===== src/rtl/multicycle_ctrl_if.sv =====
// Control bundle between the multicycle controller and its datapath.
// The controller is the master: it consumes opcode/flags/handshake and drives the strobes.
interface multicycle_ctrl_if #(
    parameter int CNT_W = 32
);
    logic [6:0]       opcode;
    logic             zero;
    logic             mem_ready;
    logic [1:0]       ALUop;
    logic             alusrc;
    logic             ir_write;
    logic             pc_write;
    logic             pc_src;
    logic             memread;
    logic             memwrite;
    logic             memtoreg;
    logic             regwrite;
    logic             illegal;
    logic [2:0]       state;
    logic [CNT_W-1:0] retired;

    modport master (
        input  opcode, zero, mem_ready,
        output ALUop, alusrc, ir_write, pc_write, pc_src,
               memread, memwrite, memtoreg, regwrite, illegal, state, retired
    );

    modport slave (
        output opcode, zero, mem_ready,
        input  ALUop, alusrc, ir_write, pc_write, pc_src,
               memread, memwrite, memtoreg, regwrite, illegal, state, retired
    );
endinterface


===== src/rtl/multicycle_ctrl.sv =====
// Five-state multicycle CPU controller (FETCH/DECODE/EXEC/MEM/WB) with a
// retired-instruction counter; the instruction class is latched at DECODE.
module multicycle_ctrl #(
    parameter int CNT_W = 32
) (
    input  logic             clk,
    input  logic             rst,
    multicycle_ctrl_if.master bus
);
    localparam logic [2:0] S_FETCH  = 3'd0;
    localparam logic [2:0] S_DECODE = 3'd1;
    localparam logic [2:0] S_EXEC   = 3'd2;
    localparam logic [2:0] S_MEM    = 3'd3;
    localparam logic [2:0] S_WB     = 3'd4;

    typedef enum logic [2:0] {
        C_NONE, C_R, C_I, C_LOAD, C_STORE, C_BRANCH
    } cls_t;

    logic [2:0]       cur, nxt;
    cls_t             cls, dec_cls;
    logic [CNT_W-1:0] retired;
    logic             retire;

    always_comb begin
        case (bus.opcode)
            7'b0110011: dec_cls = C_R;
            7'b0010011: dec_cls = C_I;
            7'b0000011: dec_cls = C_LOAD;
            7'b0100011: dec_cls = C_STORE;
            7'b1100011: dec_cls = C_BRANCH;
            default:    dec_cls = C_NONE;
        endcase
    end

    always_ff @(posedge clk or posedge rst) begin
        if (rst) cur <= S_FETCH;
        else     cur <= nxt;
    end

    // Class is captured once so a changing opcode cannot disturb EXEC/MEM/WB.
    always_ff @(posedge clk or posedge rst) begin
        if (rst) begin
            cls     <= C_NONE;
            retired <= '0;
        end else begin
            if (cur == S_DECODE) cls <= dec_cls;
            if (retire)          retired <= retired + CNT_W'(1);
        end
    end

    always_comb begin
        nxt    = S_FETCH;
        retire = 1'b0;
        case (cur)
            S_FETCH:  nxt = bus.mem_ready ? S_DECODE : S_FETCH;
            S_DECODE: nxt = (dec_cls != C_NONE) ? S_EXEC : S_FETCH;
            S_EXEC: begin
                case (cls)
                    C_R, C_I:         nxt = S_WB;
                    C_LOAD, C_STORE:  nxt = S_MEM;
                    C_BRANCH: begin
                        nxt    = S_FETCH;
                        retire = 1'b1;
                    end
                    default:          nxt = S_FETCH;
                endcase
            end
            S_MEM: begin
                if (!bus.mem_ready)      nxt = S_MEM;
                else if (cls == C_LOAD)  nxt = S_WB;
                else begin
                    nxt    = S_FETCH;
                    retire = (cls == C_STORE);
                end
            end
            S_WB: begin
                nxt    = S_FETCH;
                retire = 1'b1;
            end
            default:  nxt = S_FETCH;
        endcase
    end

    always_comb begin
        bus.ALUop    = 2'b00;
        bus.alusrc   = 1'b0;
        bus.ir_write = 1'b0;
        bus.pc_write = 1'b0;
        bus.pc_src   = 1'b0;
        bus.memread  = 1'b0;
        bus.memwrite = 1'b0;
        bus.memtoreg = 1'b0;
        bus.regwrite = 1'b0;
        bus.illegal  = 1'b0;
        case (cur)
            S_FETCH: begin
                // Strobes are held off while reset is asserted.
                bus.memread  = 1'b1;
                bus.ir_write = bus.mem_ready & ~rst;
                bus.pc_write = bus.mem_ready & ~rst;
            end
            S_DECODE: bus.illegal = (dec_cls == C_NONE);
            S_EXEC: begin
                case (cls)
                    C_R: bus.ALUop = 2'b10;
                    C_I: begin
                        bus.ALUop  = 2'b11;
                        bus.alusrc = 1'b1;
                    end
                    C_LOAD, C_STORE: bus.alusrc = 1'b1;
                    C_BRANCH: begin
                        bus.ALUop    = 2'b01;
                        bus.pc_write = bus.zero;
                        bus.pc_src   = bus.zero;
                    end
                    default: ;
                endcase
            end
            S_MEM: begin
                bus.alusrc   = 1'b1;
                bus.memread  = (cls == C_LOAD);
                bus.memwrite = (cls == C_STORE);
            end
            S_WB: begin
                bus.regwrite = 1'b1;
                bus.memtoreg = (cls == C_LOAD);
            end
            default: ;
        endcase
    end

    assign bus.state   = cur;
    assign bus.retired = retired;
endmodule


===== src/flat_wrapper.sv =====
// flat-port wrapper written by rule: the top's interface ports become plain ports
module multicycle_ctrl_flat 
#(
    parameter int CNT_W = 32
)
  (clk, rst, bus_opcode, bus_zero, bus_mem_ready, bus_ALUop, bus_alusrc, bus_ir_write, bus_pc_write, bus_pc_src, bus_memread, bus_memwrite, bus_memtoreg, bus_regwrite, bus_illegal, bus_state, bus_retired);
  multicycle_ctrl_if #(.CNT_W(CNT_W)) bus_i ();
  input  logic clk;
  input  logic rst;
  input wire logic [$bits(bus_i.opcode)-1:0] bus_opcode;
  input wire logic [$bits(bus_i.zero)-1:0] bus_zero;
  input wire logic [$bits(bus_i.mem_ready)-1:0] bus_mem_ready;
  output wire logic [$bits(bus_i.ALUop)-1:0] bus_ALUop;
  output wire logic [$bits(bus_i.alusrc)-1:0] bus_alusrc;
  output wire logic [$bits(bus_i.ir_write)-1:0] bus_ir_write;
  output wire logic [$bits(bus_i.pc_write)-1:0] bus_pc_write;
  output wire logic [$bits(bus_i.pc_src)-1:0] bus_pc_src;
  output wire logic [$bits(bus_i.memread)-1:0] bus_memread;
  output wire logic [$bits(bus_i.memwrite)-1:0] bus_memwrite;
  output wire logic [$bits(bus_i.memtoreg)-1:0] bus_memtoreg;
  output wire logic [$bits(bus_i.regwrite)-1:0] bus_regwrite;
  output wire logic [$bits(bus_i.illegal)-1:0] bus_illegal;
  output wire logic [$bits(bus_i.state)-1:0] bus_state;
  output wire logic [$bits(bus_i.retired)-1:0] bus_retired;
  assign bus_i.opcode = bus_opcode;
  assign bus_i.zero = bus_zero;
  assign bus_i.mem_ready = bus_mem_ready;
  assign bus_ALUop = bus_i.ALUop;
  assign bus_alusrc = bus_i.alusrc;
  assign bus_ir_write = bus_i.ir_write;
  assign bus_pc_write = bus_i.pc_write;
  assign bus_pc_src = bus_i.pc_src;
  assign bus_memread = bus_i.memread;
  assign bus_memwrite = bus_i.memwrite;
  assign bus_memtoreg = bus_i.memtoreg;
  assign bus_regwrite = bus_i.regwrite;
  assign bus_illegal = bus_i.illegal;
  assign bus_state = bus_i.state;
  assign bus_retired = bus_i.retired;
  multicycle_ctrl #(.CNT_W(CNT_W)) u_core (.clk(clk), .rst(rst), .bus(bus_i));
endmodule

===== config.mk =====
export PLATFORM = sky130hd
export DESIGN_NAME = multicycle_ctrl_flat
export DESIGN_NICKNAME = d
export VERILOG_FILES = /design/src/rtl/multicycle_ctrl_if.sv /design/src/rtl/multicycle_ctrl.sv /design/src/flat_wrapper.sv
export SDC_FILE = /design/constraint.sdc
export NUM_CORES = 1
export LEC_CHECK = 0
export ABC_AREA = 0
export BUFFER_PORTS_ARGS = -buffer_cell sky130_fd_sc_hd__buf_2
export CAP_MARGIN = 20
export CORE_MARGIN = 5
export CORE_UTILIZATION = 55
export DETAILED_ROUTE_END_ITERATION = 7
export GPL_TIMING_DRIVEN = 0
export PLACE_DENSITY = 0.91
export SLEW_MARGIN = 30
export SYNTH_ARGS = -nofsm -noshare
export SYNTH_HDL_FRONTEND = slang
export SYNTH_SLANG_ARGS = --single-unit

===== constraint.sdc =====
create_clock -name clk -period 2.7 [get_ports clk]
set_clock_uncertainty 0.1 [all_clocks]
set_input_delay 0.135 -clock clk [delete_from_list [all_inputs] [get_ports clk]]
set_output_delay 0.135 -clock clk [all_outputs]
set_load 0.005 [all_outputs]

# Word-level counts from Yosys, hierarchy flattened
# Index checks and enable logic that the tools add are counted.
[word_totals] regBits=38 out_inout_bits=46
[op_classes] addsub=1 n_bitwise=2 n_reduce_logical=6 mux=24 n_eq_ne=14
[ops] op="$add 32x1->32 const B" count=1
[ops] op="$pmux 3 s5" count=1
[ops] op="$eq 7x6->1 const B" count=2
[ops] op="$eq 3x2->1 const B" count=4
[ops] op="$mux 1" count=12
[ops] op="$pmux 3 s4" count=1
[ops] op="$eq 3x3->1 const B" count=3
[ops] op="$eq 7x2->1 const B" count=1
[ops] op="$eq 7x5->1 const B" count=1
[ops] op="$eq 7x7->1 const B" count=1
[ops] op="$eq 3x1->1 const B" count=2
[ops] op="$logic_not 3->1" count=2
[ops] op="$mux 3" count=2
[ops] op="$pmux 1 s2" count=3
[ops] op="$pmux 2 s3" count=1
[ops] op="$pmux 3 s2" count=1
[ops] op="$mux 2" count=2
[ops] op="$reduce_or 2->1" count=2
[ops] op="$pmux 1 s3" count=1
[ops] op="$reduce_bool 3->1" count=1
[ops] op="$reduce_or 3->1" count=1
[ops] op="$and 1x1->1" count=1
[ops] op="$not 1->1" count=1

# Logic depth before layout (Yosys ltp)
# Gate-level depths: netlist of run 1.
[logic_depth] depth_word=5 ltp_mapped=7 depth_no_buf=6

# Worst setup path after synthesis of run 1
# OpenSTA, ideal clock, no wires.
[synth_path] kind="register to register" from="register u_core.retired[0], in the netlist u_core.bus.retired[0]" to="register u_core.retired[22], in the netlist u_core.bus.retired[22]" setup_time_ps=124 synth_period_minus_slack_ps=1737 stages_incl_launch_ff=8 path_slack_ps=963 t_arrival_ps=1513 cell_sequence="dfrtp_1 ha_1 nand2_1 nor2_1 and3_1 buf_2 and4_1 xor2_1"
[synth_via] elab_chain_cells=1
[synth_rtl] element="from (decl)" line_no="multicycle_ctrl.sv:22" source="logic [CNT_W-1:0] retired;"
[synth_rtl] element="from (signal assigned)" line_no="multicycle_ctrl.sv:48" source="if (retire) retired <= retired + CNT_W'(1);"
[synth_rtl] element="$add 32x1->32" line_no="multicycle_ctrl.sv:48"
# No other way between the ends.
# A chain may end at the register's enable or synchronous reset.

# Worst setup path after layout of run 1
[layout_path] from="register u_core.cur[0], in the netlist u_core.bus.state[0]" to="register u_core.cls[1]"
[layout_via] elab_chain_cells=1
[layout_rtl] element="from (decl)" line_no="multicycle_ctrl.sv:20" source="logic [2:0] cur, nxt;"
[layout_rtl] element="from (signal assigned)" line_no="multicycle_ctrl.sv:38" source="else cur <= nxt;"
[layout_rtl] element="$eq 3x1->1" line_no="multicycle_ctrl.sv:47" source="if (cur == S_DECODE) cls <= dec_cls;"
[layout_rtl] element="to (signal assigned)" line_no="multicycle_ctrl.sv:47"
[layout_rtl] element="to (decl)" line_no="multicycle_ctrl.sv:21" source="cls_t cls, dec_cls;"
# No other way between the ends.

==> summary.md, run 1 <==
| Metric | Value |
|---|---|
| Status | complete, no violations |
| Final Slew Violations | 0 |
| Ant. Diodes | 0 |
| Num rows | 22 |
| Setup crit end kind | register |
| Maxcap violations | 0 |
| Worst slew pin tran | around 0.77 ns |
| Slowest cell on crit path | dlygate4sd3_1 |
| TritonCTS clock tree | done |
| Syn. warnings | 0 |
| Routed Antenna Nets | 0 |
| Via density | between 5 and 6 |
| Pwr Density | approximately 450 nW/um2 |
| Drt pass-1 iters | 4 |
| Die height | between 70 and 80 um |
| Total grt overflow | 0 |
| Die area | ~5000 um2 |
| Commonest cells after routing, fill and taps aside | 58 x buf_2, 38 x dfrtp_1, 27 x nand2_1 |
| Highest Signal Layer | met4 |
| Metal3 WL | 272 um |
| Multi-input gate area | around 1000 um2 |
| Post-synth EDFFs | 0 |
| Final Hold Fails | 0 |
| Commonest non-fill, non-tap cell in the layout | buf_2 |
| Top FF cell, synth | dfrtp_1 |
| Placer Congestion | around 0.76 |
| Final period util | a little over 80% |
| Initial Util | ~56% |
| Port Buffer Count | 56 |
| Root buf cell | clkbuf_8 |
| Asr flop ratio synth | 100% |
| CTS Buf Count | 5 |
| CTS sink cnt | 38 |
| Clk slew on worst S/H paths | about 0.070 ns |
| HPWL after detailed placement | about 3.1 mm |
| Average cell area after synthesis | between 10 and 15 um2 |
| # setup viols final | 0 |
| Distinct cells, synth | 36 |
| Sequential fraction of design power | between 50 and 60% |
| Hold Crit Class | input pin to register |
| Worst setup path class | register to register |
| Tot Pwr | 0.00112 W |
| Setup TNS | 0 ns |
| Die Width | about 70 um |
| Worst-path maximum fanout | 10 |
| Synth Instances | about 190 |
| Clk pwr share | a little over two fifths |
| Area Overhead vs Synth | 23.6% |
| Largest stage delay on the critical path | between 0.5 and 0.6 ns |
| First-pass GRT wire length | 7.17 mm |
| Sw power | approximately 0.00024 W |
| Post-route design area | between 2000 and 2500 um2 |
| Largest net degree at the start of global routing | 39 |
| Number of global-route vias before repair | approximately 1500 |
| WP depth | 5 |
| Synthesized flop and latch total | 38 |
| RSZ-0062 raised after global routing | false |
| Clock Latency Late Sink | roughly 0.29 ns |
| Final wirelength | 4.19 mm |
| Crit start category | register |
| M1 WL | roughly 1.8 mm |
| WP buf/inv | 2 |
| Fmax | ~0.45 GHz |
| Clk buf depth | 2 |
| Post-cts resize count | 0 |
| Post-layout minimum cycle time | about 2.2 ns |
| Leak | ~1.2 nW |
| Initial antenna violation count | 0 |
| GRT Total Usage | 17.9% |
| CP cell instances | buf_2, or3b_1, nand2b_1, o31ai_1, dlygate4sd3_1 |
| WL/cell | 13.6 um |
| FILL cells | 277 |
| Crit path max-delay family | buffers and inverters |
| Hold depth | 4 |
| Sequential area share after synthesis | between 40% and 50% |
| Core Area | 3610 um2 |
| Worst VDD drop | about 0.32 mV |
| Detailed-route via count | 1610 |
| Post-route DRC | 0 |
| Placed inst area | between 2000 and 2500 um2 |
| Layout Nets | 271 |
| Register area | around 950 um2 |
| H-tree level count | 2 |
| CP required | 2.83 ns |
| Net Count, Synth | just over 200 |
| Arr. time, crit path | between 2 and 2.5 ns |
| Post-Synthesis Cell Area | between 2000 and 2500 um2 |
| Worst Reg2Reg Path Length in Cells | 5 |
| Initial DRC count | 82 |
| Power Internal | roughly 0.00088 W |
| I/O pin count | between 50 and 60 |
| Layout cells sized above 1 | 33.5% |
| Slew HR | 48.3% |
| Metal2 WL | 2.05 mm |
| Sw Ratio | between 20% and 30% |
| Logic pwr share | under 10% |
==> repair_timing <==
item / CTS / global route
setup buffers: 0 / 0
endpoints found under the hold margin: 39 / 0
hold buffers: 3 / 0
==> logic make-up (layout without fill, tap and decap cells) <==
family,Yosys count,after routing,share of synthesized area (%)
adders and majority gates,1,1,0.618
and+or+nand+nor,99,99,30.7
muxes,1,1,0.557
buffers and inverters,8,75,2.35
xor gates and xnor gates,33,33,14.3
DFF,38,38,47.0
AOI/OAI and AO/OA,13,13,4.51
==> path summary, 6_finish.rpt <==
check / start / to / slack [ns]
max in group asynchronous: rst / u_core.bus.retired[9] / 1.56
min reg2reg: u_core.bus.retired[31] / u_core.bus.retired[31] / 0.37
max reg2reg: u_core.bus.state[0] / u_core.cls[1] / 0.47
min: bus_opcode[2] / u_core.bus.state[1] / 0.02
min in group asynchronous: rst / u_core.bus.state[1] / 0.44
max: u_core.bus.state[0] / u_core.cls[1] / 0.47
==> metrics by stage <==
stage	hold slack (ns)	utilization [%]	setup WS, ns	instances
6_report	0.0213	69.3	0.475	308
5_1_grt	0.0488	69.3	0.345	308
4_1_cts	0.0191	69.3	0.491	308
3_5_place_dp	0.234	65.5	0.810	297
3_3_place_gp	0.252	65.5	0.852	297
2_1_floorplan	0.131	-	0.963	193
==> cells in the mapped netlist, types with 4 or more instances <==
cell	n	area [um2]
dfrtp_1	38	951
nand2_1	27	101
xnor2_1	19	166
nand4_1	14	87.6
xor2_1	14	123
and3_1	12	75.1
nor3_2	9	90.1
nor2_1	7	26.3
nand3_1	4	20.0
nor3_1	4	20.0
==> tightest hold or removal path, delay by kind of cell <==
| family | cells | cell delay [ns] |
|---|---|---|
| buffers and inverters | 1 | 0.07 |
| AOI/OAI and AO/OA | 1 | 0.06 |
| and+or+nand+nor | 2 | 0.10 |
==> cell type report <==
class	count	share of cell area, %
multi-input combinational	147	41.0
sequential	38	38.0
timing repair buffer	59	12.4
clock buffer	7	3.05
tap	48	2.40
buffer	5	1.45
clock inverter	1	1.20
inverter	3	0.450
==> layer usage <==
metal / track usage, % / vias to the layer above
li1: - / 810
met5: 0 / -
met3: 4.55 / 7
met1: 22.3 / 752
met4: 8.56 / 0
met2: 29.2 / 41
==> power groups by stage <==
stage | combinational, W | sequential [W] | clock (W)
floorplan | 0.0000396 | 0.000592 | 0
finish | 0.0000681 | 0.000582 | 0.000474
CTS | 0.0000693 | 0.000582 | 0.000481
detailed placement | 0.0000665 | 0.000593 | 0
global placement | 0.0000648 | 0.000592 | 0
global route | 0.0000775 | 0.000582 | 0.000501
==> flip-flops by register name, summed over array words and instances (netlist names) <==
signal / count
u_core.bus.retired: 32
u_core.bus.state: 3
u_core.cls: 3
No activity file was read; power rests on OpenSTA's default activity.
==> inputs of run 2 (changes only) <==
- ABC_AREA: 0 -> 1
- CORE_UTILIZATION: 55 -> 54
- PLACE_DENSITY: 0.91 -> 0.87
- clock period: 2.7 -> 2.2 ns (I/O delays scaled with it)
==> summary.md, run 2 <==
| Metric | Value |
|---|---|
| WHS | 0.0239 ns (was 0.0213 ns) |
| Post-route design area | 2870 um2 (was 2500 um2) |
| Die height | 76.6 um (was 70.7 um) |
| Worst VDD drop | 0.312 mV (was 0.320 mV) |
| Layout cells sized above 1 | 19.0% (was 33.5%) |
| Hold Crit Class | input pin to register (unchanged) |
| Hold buffers post-CTS | 2 (was 3) |
| Clock Latency Late Sink | 0.29 ns (about the same) |
| Core Area | 4320 um2 (was 3610 um2) |
| Post-synth top cells | 132 x nand2_1, 52 x nor2_1, 38 x dfrtp_1, 38 x inv_1, 26 x nand3_1 (was 38 x dfrtp_1, 27 x nand2_1, 19 x xnor2_1) |
| Post-Synthesis Cell Area | 2390 um2 (was 2020 um2) |
| CP cell instances | inv_2, nor3_1, inv_1, nor2_1, buf_2 (was buf_2, or3b_1, nand2b_1, o31ai_1, dlygate4sd3_1) |
| Initial antenna violation count | 0 (unchanged) |
| Largest stage delay on the critical path | 0.45 ns (was 0.57 ns) |
| Commonest non-fill, non-tap cell in the layout | nand2_1 (was buf_2) |
| Net Count, Synth | 365 (was 205) |
| Distinct cells, synth | 24 (was 36) |
| Placed inst area | 2760 um2 (was 2360 um2) |
| Leak | 1.39 nW (was 1.24 nW) |
| Layout Nets | 431 (was 271) |
| Synth top area share | 39.7% (was 47.0%) |
| Final wirelength | 5.87 mm (was 4.19 mm) |
| Port Buffer Count | 56 (unchanged) |
| Die area | 5860 um2 (was 4990 um2) |
| Die Width | 76.6 um (was 70.7 um) |
| Post-cts resize count | 0 (unchanged) |
| Core Util, Final | 66.3% (was 69.3%) |
| Sequential area share after synthesis | 39.7% (was 47.0%) |
| Detailed-route via count | 2458 (was 1610) |
| Largest net degree at the start of global routing | 28 (was 39) |
| Setup TNS | 0 ns (unchanged) |
| WP buf/inv | 3 (was 2) |
| Worst slew pin tran | 0.518 ns (was 0.775 ns) |
| Drt pass-1 iters | 4 (unchanged) |
| I/O pin count | 57 (unchanged) |
| Number of global-route vias before repair | 2199 (was 1529) |
| H-tree level count | 2 (unchanged) |
| Fmax | approximately 0.54 GHz |
| Slew HR | 65.2% (was 48.3%) |
| First-pass GRT wire length | 10.1 mm (was 7.17 mm) |
| TritonCTS clock tree | done (unchanged) |
| WL/cell | 12.4 um (was 13.6 um) |
| Synthesized flop and latch total | 38 (unchanged) |
| Status | complete, no violations (unchanged) |
| CTS sink cnt | 38 (unchanged) |
| Clk slew on worst S/H paths | 0.07 ns (about the same) |
| Pwr Density | 448 nW/um2 (was 449 nW/um2) |
| Initial Util | 55.3% (was 56.1%) |
| Post-route DRC | 0 (unchanged) |
| Maxcap violations | 0 (unchanged) |
| Crit path max-delay family | simple AND/OR/NAND/NOR gates (was buffers and inverters) |
| Commonest cells after routing, fill and taps aside | 132 x nand2_1, 56 x buf_2, 52 x nor2_1 (was 58 x buf_2, 38 x dfrtp_1, 27 x nand2_1) |
| Arr. time, crit path | 1.63 ns (was 2.36 ns) |
| Initial DRC count | 171 (was 82) |
| FILL cells | 397 (was 277) |
| Count leader, synth | nand2_1 (was dfrtp_1) |
| Worst setup path class | register to output pin (was register to register) |
| Synth Instances | 353 (was 193) |
| CP required | 1.99 ns (was 2.83 ns) |
| Routed Antenna Nets | 0 (unchanged) |
| Setup Fix Bufs, Post-CTS | 0 (unchanged) |
| Setup crit end kind | output pin (was register) |
| Average cell area after synthesis | 6.78 um2 (was 10.5 um2) |
| Ant. Diodes | 0 (unchanged) |
| Top cells by area, synth | dfrtp_1 40%, nand2_1 21%, nor2_1 8.2% (was dfrtp_1 47%, xnor2_1 8.2%, xor2_1 6.1%) |
| Slowest cell on crit path | dfrtp_1 (was dlygate4sd3_1) |
| Via density | 5.21 (was 5.23) |
| Asr flop ratio synth | 100% (unchanged) |
| Post-synth EDFFs | 0 (unchanged) |
| CTS Buf Count | 5 (unchanged) |
| Largest register FFs | 32 (unchanged) |
| HPWL after detailed placement | 4.44 mm (was 3.11 mm) |
| Num rows | 24 (was 22) |
| Biggest register | u_core.bus.retired (unchanged) |
| Top FF cell, synth | dfrtp_1 (unchanged) |
| Worst-path maximum fanout | 6 (was 10) |
| GRT Total Usage | 20.6% (was 17.9%) |
| Placer Congestion | 0.925 (was 0.757) |
| Syn. warnings | 0 (unchanged) |
| Total grt overflow | 0 (unchanged) |
| Final Hold Fails | 0 (unchanged) |
| # setup viols final | 0 (unchanged) |
| Final period util | between 80% and 90% |
| Post-layout minimum cycle time | roughly 1.8 ns |
| Final Slew Violations | 0 (unchanged) |
| Root buf cell | clkbuf_8 (unchanged) |
| RSZ-0062 raised after global routing | false (unchanged) |
| Area Overhead vs Synth | 19.9% (was 23.6%) |
| Synth area leader | dfrtp_1 (unchanged) |
| Crit start category | register (unchanged) |
| Clk buf depth | 2 (unchanged) |
-- run 2: through the flow --
step                      std cells  worst slack [ns]  total power (W)
after floorplan                 353             0.592         0.000768
final                           472             0.357          0.00129
after CTS                       472             0.333          0.00131
after detailed placement        462             0.394         0.000804
after global routing            472             0.158          0.00135
after global placement          461             0.432         0.000797
-- run 2: worst paths after layout --
check                      cells after the start                    from  slack, ns                     end
setup / recovery                               5     u_core.bus.state[0]       0.36             bus_illegal
hold / removal                                 4           bus_opcode[4]       0.02           u_core.cls[0]
setup reg to reg                               8   u_core.bus.retired[0]       0.37  u_core.bus.retired[18]
hold reg to reg                                2  u_core.bus.retired[31]       0.40  u_core.bus.retired[31]
max in group asynchronous                      4                     rst       1.36  u_core.bus.retired[20]
min in group asynchronous                      3                     rst       0.21  u_core.bus.retired[28]
-- run 2: power by group --
group	internal, W	switching [W]	leakage [nW]
logic	0.0000318	0.0000448	0.818
registers	0.000705	0.0000105	0.525
clock network	0.000253	0.000241	0.0482
total	0.000989	0.000296	1.39
-- run 2: cells by family (layout without fill, tap and decap cells) --
| logic type | Yosys count | after routing | share of synthesized area, % |
|---|---|---|---|
| fa+ha+maj | 1 | 1 | 0.523 |
| buf+inv | 45 | 112 | 8.94 |
| flops | 38 | 38 | 39.7 |
| compound gates | 17 | 17 | 3.87 |
| xor+xnor | 2 | 2 | 1.05 |
| simple gates | 250 | 250 | 45.9 |
-- run 2: area by class of cell --
| class | instances | area [um2] | share of cell area (%) |
|---|---|---|---|
| Multi-Input combinational cell | 270 | 1230 | 42.8 |
| Sequential cell | 38 | 951 | 33.1 |
| Timing Repair Buffer | 59 | 320 | 11.2 |
| Inverter | 39 | 146 | 5.10 |
| Clock buffer | 7 | 86.3 | 3.01 |
| Buffer | 6 | 67.6 | 2.35 |
| Tap cell | 52 | 65.1 | 2.27 |
| Clock inverter | 1 | 5.00 | 0.174 |
-- run 2: worst reg2reg max path, delay by kind of cell, from the launching register on --
kind / cells / cell delay (ns)
AND/OR/NAND/NOR: 7 / 0.91
flip-flops: 1 / 0.46
adder cells (fa/ha/maj): 1 / 0.25
-- run 2: routing by layer --
metal  GRT usage [%]  routed length [um]  vias to the layer above
li1                -                   -                     1249
met2            33.9                2900                       69
met1            25.8                2510                     1130
met5               0                   0                        -
met4            6.12                  97                        0
met3            6.62                 366                       10
